## config.mk

```make
export PLATFORM = sky130hd
export DESIGN_NAME = elevator_look_scheduler
export DESIGN_NICKNAME = d
export VERILOG_FILES = /design/src/rtl/elevator_look_scheduler.sv
export SDC_FILE = /design/constraint.sdc
export NUM_CORES = 1
export LEC_CHECK = 0
export BUFFER_PORTS_ARGS = -buffer_cell sky130_fd_sc_hd__buf_2
export CAP_MARGIN = 20
export CORE_MARGIN = 2
export CORE_UTILIZATION = 60
export DETAILED_ROUTE_END_ITERATION = 10
export PLACE_DENSITY = 0.83
export SYNTH_ARGS = -nofsm -noshare
export SYNTH_HDL_FRONTEND = slang
export SYNTH_SLANG_ARGS = --single-unit
```

## constraint.sdc

```tcl
create_clock -name wb_clk_i -period 5.1 [get_ports wb_clk_i]
set_input_delay 0.51 -clock wb_clk_i [delete_from_list [all_inputs] [get_ports wb_clk_i]]
set_output_delay 0.51 -clock wb_clk_i [all_outputs]
set_load 0.01 [all_outputs]
```

## src/rtl/elevator_look_scheduler.sv

```systemverilog
// LOOK-order elevator car scheduler: latches floor calls and sequences the car through IDLE/MOVE/DOOR.
// Defining ELEV_ESTOP_EN adds the estop input that freezes motion and door timing.
module elevator_look_scheduler #(
    parameter int FLOORS     = 8,
    parameter int FLOOR_W    = 3,
    parameter int TRAVEL_CYC = 16,
    parameter int DOOR_CYC   = 32
) (
    input  logic               wb_clk_i,
    input  logic               wb_rst_i,
    input  logic [FLOORS-1:0]  call_req,
`ifdef ELEV_ESTOP_EN
    input  logic               estop,
`endif
    output logic [FLOOR_W-1:0] cur_floor,
    output logic               dir_up,
    output logic               moving,
    output logic               door_open,
    output logic [FLOORS-1:0]  pending,
    output logic               idle
);
    localparam int TW = $clog2(TRAVEL_CYC);
    localparam int DW = $clog2(DOOR_CYC);
    localparam logic [TW-1:0]      T_LAST = TW'(TRAVEL_CYC - 1);
    localparam logic [DW-1:0]      D_LAST = DW'(DOOR_CYC - 1);
    localparam logic [FLOOR_W-1:0] TOP    = FLOOR_W'(FLOORS - 1);

    typedef enum logic [1:0] {S_IDLE, S_MOVE, S_DOOR} state_e;

    state_e             state_q, state_d;
    logic [FLOOR_W-1:0] floor_q, floor_d;
    logic               dir_q, dir_d;
    logic [TW-1:0]      tcnt_q, tcnt_d;
    logic [DW-1:0]      dcnt_q, dcnt_d;
    logic [FLOORS-1:0]  pend_q, pend_d, clr;
    logic               up_any, dn_any, ahead, behind, halt;

`ifdef ELEV_ESTOP_EN
    assign halt = estop;
`else
    assign halt = 1'b0;
`endif

    function automatic logic [FLOORS-1:0] onehot(input logic [FLOOR_W-1:0] f);
        onehot    = '0;
        onehot[f] = 1'b1;
    endfunction

    // The end floors admit only one travel direction.
    function automatic logic bound_dir(input logic want, input logic [FLOOR_W-1:0] f);
        if (f == '0)       bound_dir = 1'b1;
        else if (f == TOP) bound_dir = 1'b0;
        else               bound_dir = want;
    endfunction

    always_comb begin
        up_any = 1'b0;
        dn_any = 1'b0;
        for (int i = 0; i < FLOORS; i++) begin
            if (FLOOR_W'(i) > floor_q) up_any = up_any | pend_q[i];
            if (FLOOR_W'(i) < floor_q) dn_any = dn_any | pend_q[i];
        end
        ahead  = dir_q ? up_any : dn_any;
        behind = dir_q ? dn_any : up_any;
    end

    always_comb begin
        state_d = state_q;
        floor_d = floor_q;
        dir_d   = dir_q;
        tcnt_d  = tcnt_q;
        dcnt_d  = dcnt_q;
        clr     = '0;
        case (state_q)
            S_IDLE: begin
                if (!halt) begin
                    if (pend_q[floor_q]) begin
                        state_d = S_DOOR;
                        clr     = onehot(floor_q);
                    end else if (ahead) begin
                        state_d = S_MOVE;
                        dir_d   = bound_dir(dir_q, floor_q);
                    end else if (behind) begin
                        state_d = S_MOVE;
                        dir_d   = bound_dir(!dir_q, floor_q);
                    end
                end
            end
            S_MOVE: begin
                if (!halt) begin
                    if (tcnt_q == T_LAST) begin
                        tcnt_d = '0;
                        if (dir_q && floor_q != TOP)      floor_d = floor_q + FLOOR_W'(1);
                        else if (!dir_q && floor_q != '0) floor_d = floor_q - FLOOR_W'(1);
                        // Arriving at a called floor clears it on the same edge.
                        if (pend_q[floor_d]) begin
                            state_d = S_DOOR;
                            clr     = onehot(floor_d);
                        end
                    end else begin
                        tcnt_d = tcnt_q + TW'(1);
                    end
                end
            end
            S_DOOR: begin
                clr = onehot(floor_q);
                if (!halt) begin
                    if (dcnt_q == D_LAST) begin
                        dcnt_d = '0;
                        if (ahead) begin
                            state_d = S_MOVE;
                            dir_d   = bound_dir(dir_q, floor_q);
                        end else if (behind) begin
                            state_d = S_MOVE;
                            dir_d   = bound_dir(!dir_q, floor_q);
                        end else begin
                            state_d = S_IDLE;
                        end
                    end else begin
                        dcnt_d = dcnt_q + DW'(1);
                    end
                end
            end
            default: state_d = S_IDLE;
        endcase
        pend_d = (pend_q | call_req) & ~clr;
    end

    always_ff @(posedge wb_clk_i or posedge wb_rst_i) begin
        if (wb_rst_i) begin
            state_q <= S_IDLE;
            floor_q <= '0;
            dir_q   <= 1'b1;
            tcnt_q  <= '0;
            dcnt_q  <= '0;
            pend_q  <= '0;
        end else begin
            state_q <= state_d;
            floor_q <= floor_d;
            dir_q   <= dir_d;
            tcnt_q  <= tcnt_d;
            dcnt_q  <= dcnt_d;
            pend_q  <= pend_d;
        end
    end

    assign cur_floor = floor_q;
    assign dir_up    = dir_q;
    assign pending   = pend_q;
    assign moving    = (state_q == S_MOVE);
    assign door_open = (state_q == S_DOOR);
    assign idle      = (state_q == S_IDLE);
endmodule

```

==> results.md <==
- Vias/cell: 6.34
- Slew Limit Headroom: 41.7%
- RSZ-0062 raised after global routing: no
- Register area share after synthesis: 34.9%
- Fill count: 214
- Post-synth EDFFs: 0
- Worst Path Arrival: 3.30 ns
- Max VDD drop: 0.376 mV
- Vias: 1490
- Max Buffers Root-to-Sink: 2
- Commonest cells in the netlist: 22 x dfrtp_1, 21 x nor2_1, 15 x nand2_1, 15 x o21ai_0, 9 x ha_1
- Setup TNS: 0 ns
- CTS tree: yes
- Max-Cap Viols: 0
- Die height: 56.5 µm
- Post-cts resize count: 0
- DP Worst Slack: 2.06 ns
- Reg clk slew, reported paths: 0.13 ns
- Cells along the critical path: inv_1 -> ha_1 -> or3b_1 -> a221oi_4 -> mux4_2 -> mux2_2 -> a21bo_1
- Final Cycle Share: 60.3%
- Routed WL: 3.93 mm
- Slowest stage cell, crit path: dfrtp_1
- Core ar.: 0.00269 mm²
- Final antenna-violating net count: 0
- Yosys top cell area share: 33.3%
- Postcts setup bufs: 0
- Crit path buffers/inverters: 1
- Clock Latency Late Sink: 0.31 ns
- Drt wl/cell: 16.7 µm
- Reg2reg path depth: 7
- Final instance area: 0.00181 mm²
- Final min period: 3.08 ns
- Iteration-0 DRC Markers: 125
- GPL Wtd Cong: 0.931
- GR Overflow Total: 0
- Total power draw: 787 µW
- Post-Syn Nets: 201
- CP required: 5.33 ns
- CP max FO: 19
- Antenna fix cells: 0
- Top-count cell post-synth: dfrtp_1
- Status: complete, no violations
- R2r setup slk: 2.02 ns
- Util after Layout: 67.2%
- Worst Skew: 0.00541 ns
- Synth async-reset ratio: 100%
- H-Tree Depth: 1
- Startpoint types: flop
- Total GRT Usage: 25.9%
- Die ar.: 0.00319 mm²
- Kind of cell adding the most delay to the critical path: multiplexers
- RR Endpoint: state_q[1]$_DFFE_PP0P_
- Min Hold Slack: 0.351 ns
- Register Area: 577 µm²
- Fmax: 325 MHz
- Syn. warnings: 0
- Post-DP HPWL: 2.89 mm
- CTS root buffer: clkbuf_4
- Nets: 224
- Synth Register Bits: 23
- PwrDens: 436 mW/mm²
- Top Ports: 25
- Final WS setup: 2.02 ns
- Site row count: 19
- R2r startpoint: cur_floor[1]$_DFFE_PP0P_
- Max incr delay on CP: 0.61 ns
- Leakage: 0.785 nW
- Gate Count Post-Synth: 182
- Initial Utilization: 61.5%
- Area Overhead vs Synth: 9.32%
- Global-route wire length before repair: 6.58 mm
- Min-delay worst type: in -> async
- Placed standard-cell area: 0.00178 mm²
- Layout cells sized above 1: 19.6%
- Slew @ Worst Pin: 0.874 ns
- Syn Std Cell Area: 0.00165 mm²
- CTS Hold Bufs: 0
- Clock Sinks: 23
- DRC: 0
- Vias in the first global route: 1418
- Final Max Slew Viols: 0
- Final setup vio count: 0
- Mean post-synth cell area: 9.07 µm²
- TritonCTS buffer count: 3
- Worst Setup End Kind: flop
- TritonRoute pass-1 iters: 4
- Initial antenna violation count: 0
- Chip Width: 56.5 µm
- Layout Cells excl Fill: 235
- Final Hold Vio Count: 0
- Placed Instances: 231
- Largest net degree at the start of global routing: 24
- # port buffers: 24
- Largest cells by area after synthesis: dfrtp_1 33%, ha_1 6.8%, nor2_1 4.8%
- Footprint of the multi-input gates: 0.00101 mm²
- Synth Flop Type: dfrtp_1
- Leading area contributor after synthesis: dfrtp_1
- Count of cell types in the netlist: 48
- CP Class: reg -> reg
==> where the power goes <==
| group | internal [mW] | total (mW) | switching [mW] |
|---|---|---|---|
| Sequential | 0.237 | 0.322 | 0.0842 |
| Combinational | 0.175 | 0.380 | 0.205 |
| Clock | 0.0293 | 0.0861 | 0.0567 |
==> cells by family after synthesis <==
group | Yosys count | share of synthesized area, %
xor gates and xnor gates | 1 | 0.530
and+or+nand+nor | 75 | 23.5
muxes | 13 | 10.8
DFF | 23 | 34.9
adders and majority gates | 9 | 6.82
AOI/OAI and AO/OA | 46 | 19.5
buffers and inverters | 15 | 4.01
==> state kept, by name, summed over array words and instances (netlist names) <==
name,flops
dir_up,1
tcnt_q,4
dcnt_q,5
state_q,2
pending,8
cur_floor,3
==> worst register-to-register path, stage by stage, from the launching register on <==
cell and delay, ns:
dfrtp_1 0.61, inv_1 0.23, ha_1 0.20, or3b_1 0.40, a221oi_4 0.49, mux4_2 0.58, mux2_2 0.29, a21bo_1 0.19
==> cell type report <==
cell class	instances	area share, %
Tap cell	31	2.15
Multi-Input combinational cell	144	55.9
Inverter	9	1.87
Sequential cell	23	31.9
Clock buffer	3	1.25
Clock inverter	1	0.277
Timing Repair Buffer	24	6.65
==> metal layers <==
layer | track usage [%] | vias up | share of wire [%] | wire length (µm)
met5 | 0 | - | 0 | 0
met4 | 5.44 | 0 | 1.2 | 47
met3 | 5.30 | 6 | 6.9 | 270
met2 | 44.0 | 65 | 50 | 1970
met1 | 34.3 | 704 | 42 | 1640
li1 | - | 715 | - | -
==> worst max-delay path by stage <==
stage	start	to	slack, ns	cells after the start
after floorplan	cur_floor[1]$_DFFE_PP0P_	state_q[1]$_DFFE_PP0P_	2.16	9
after global placement	cur_floor[1]$_DFFE_PP0P_	state_q[1]$_DFFE_PP0P_	2.15	7
after detailed placement	cur_floor[1]$_DFFE_PP0P_	state_q[1]$_DFFE_PP0P_	2.06	7
after CTS	cur_floor[1]$_DFFE_PP0P_	state_q[1]$_DFFE_PP0P_	2.06	7
after global routing	cur_floor[1]$_DFFE_PP0P_	state_q[1]$_DFFE_PP0P_	1.82	7
final	cur_floor[1]$_DFFE_PP0P_	state_q[1]$_DFFE_PP0P_	2.02	7
==> layout by cell type, fill, tap and decap left out, types with 2 or more instances in the layout <==
| master | count |
|---|---|
| nand3_1 | 3 |
| nor3b_1 | 2 |
| nor4_1 | 2 |
| o21ai_0 | 15 |
| clkbuf_4 | 3 |
| nand2_1 | 15 |
| nand4_1 | 4 |
| o32ai_1 | 2 |
| a21o_1 | 2 |
| inv_1 | 7 |
| mux2_2 | 4 |
| a221oi_1 | 3 |
| a211oi_1 | 3 |
| mux2i_1 | 5 |
| and3_1 | 4 |
| nand2b_1 | 4 |
| mux4_2 | 3 |
| ha_1 | 9 |
| nor3_1 | 6 |
| buf_2 | 24 |
| a31oi_1 | 3 |
| dfrtp_1 | 22 |
| a21oi_1 | 8 |
| nor2_1 | 21 |
| nor2b_1 | 7 |
Note: power is estimated with default switching activity, not from simulation.
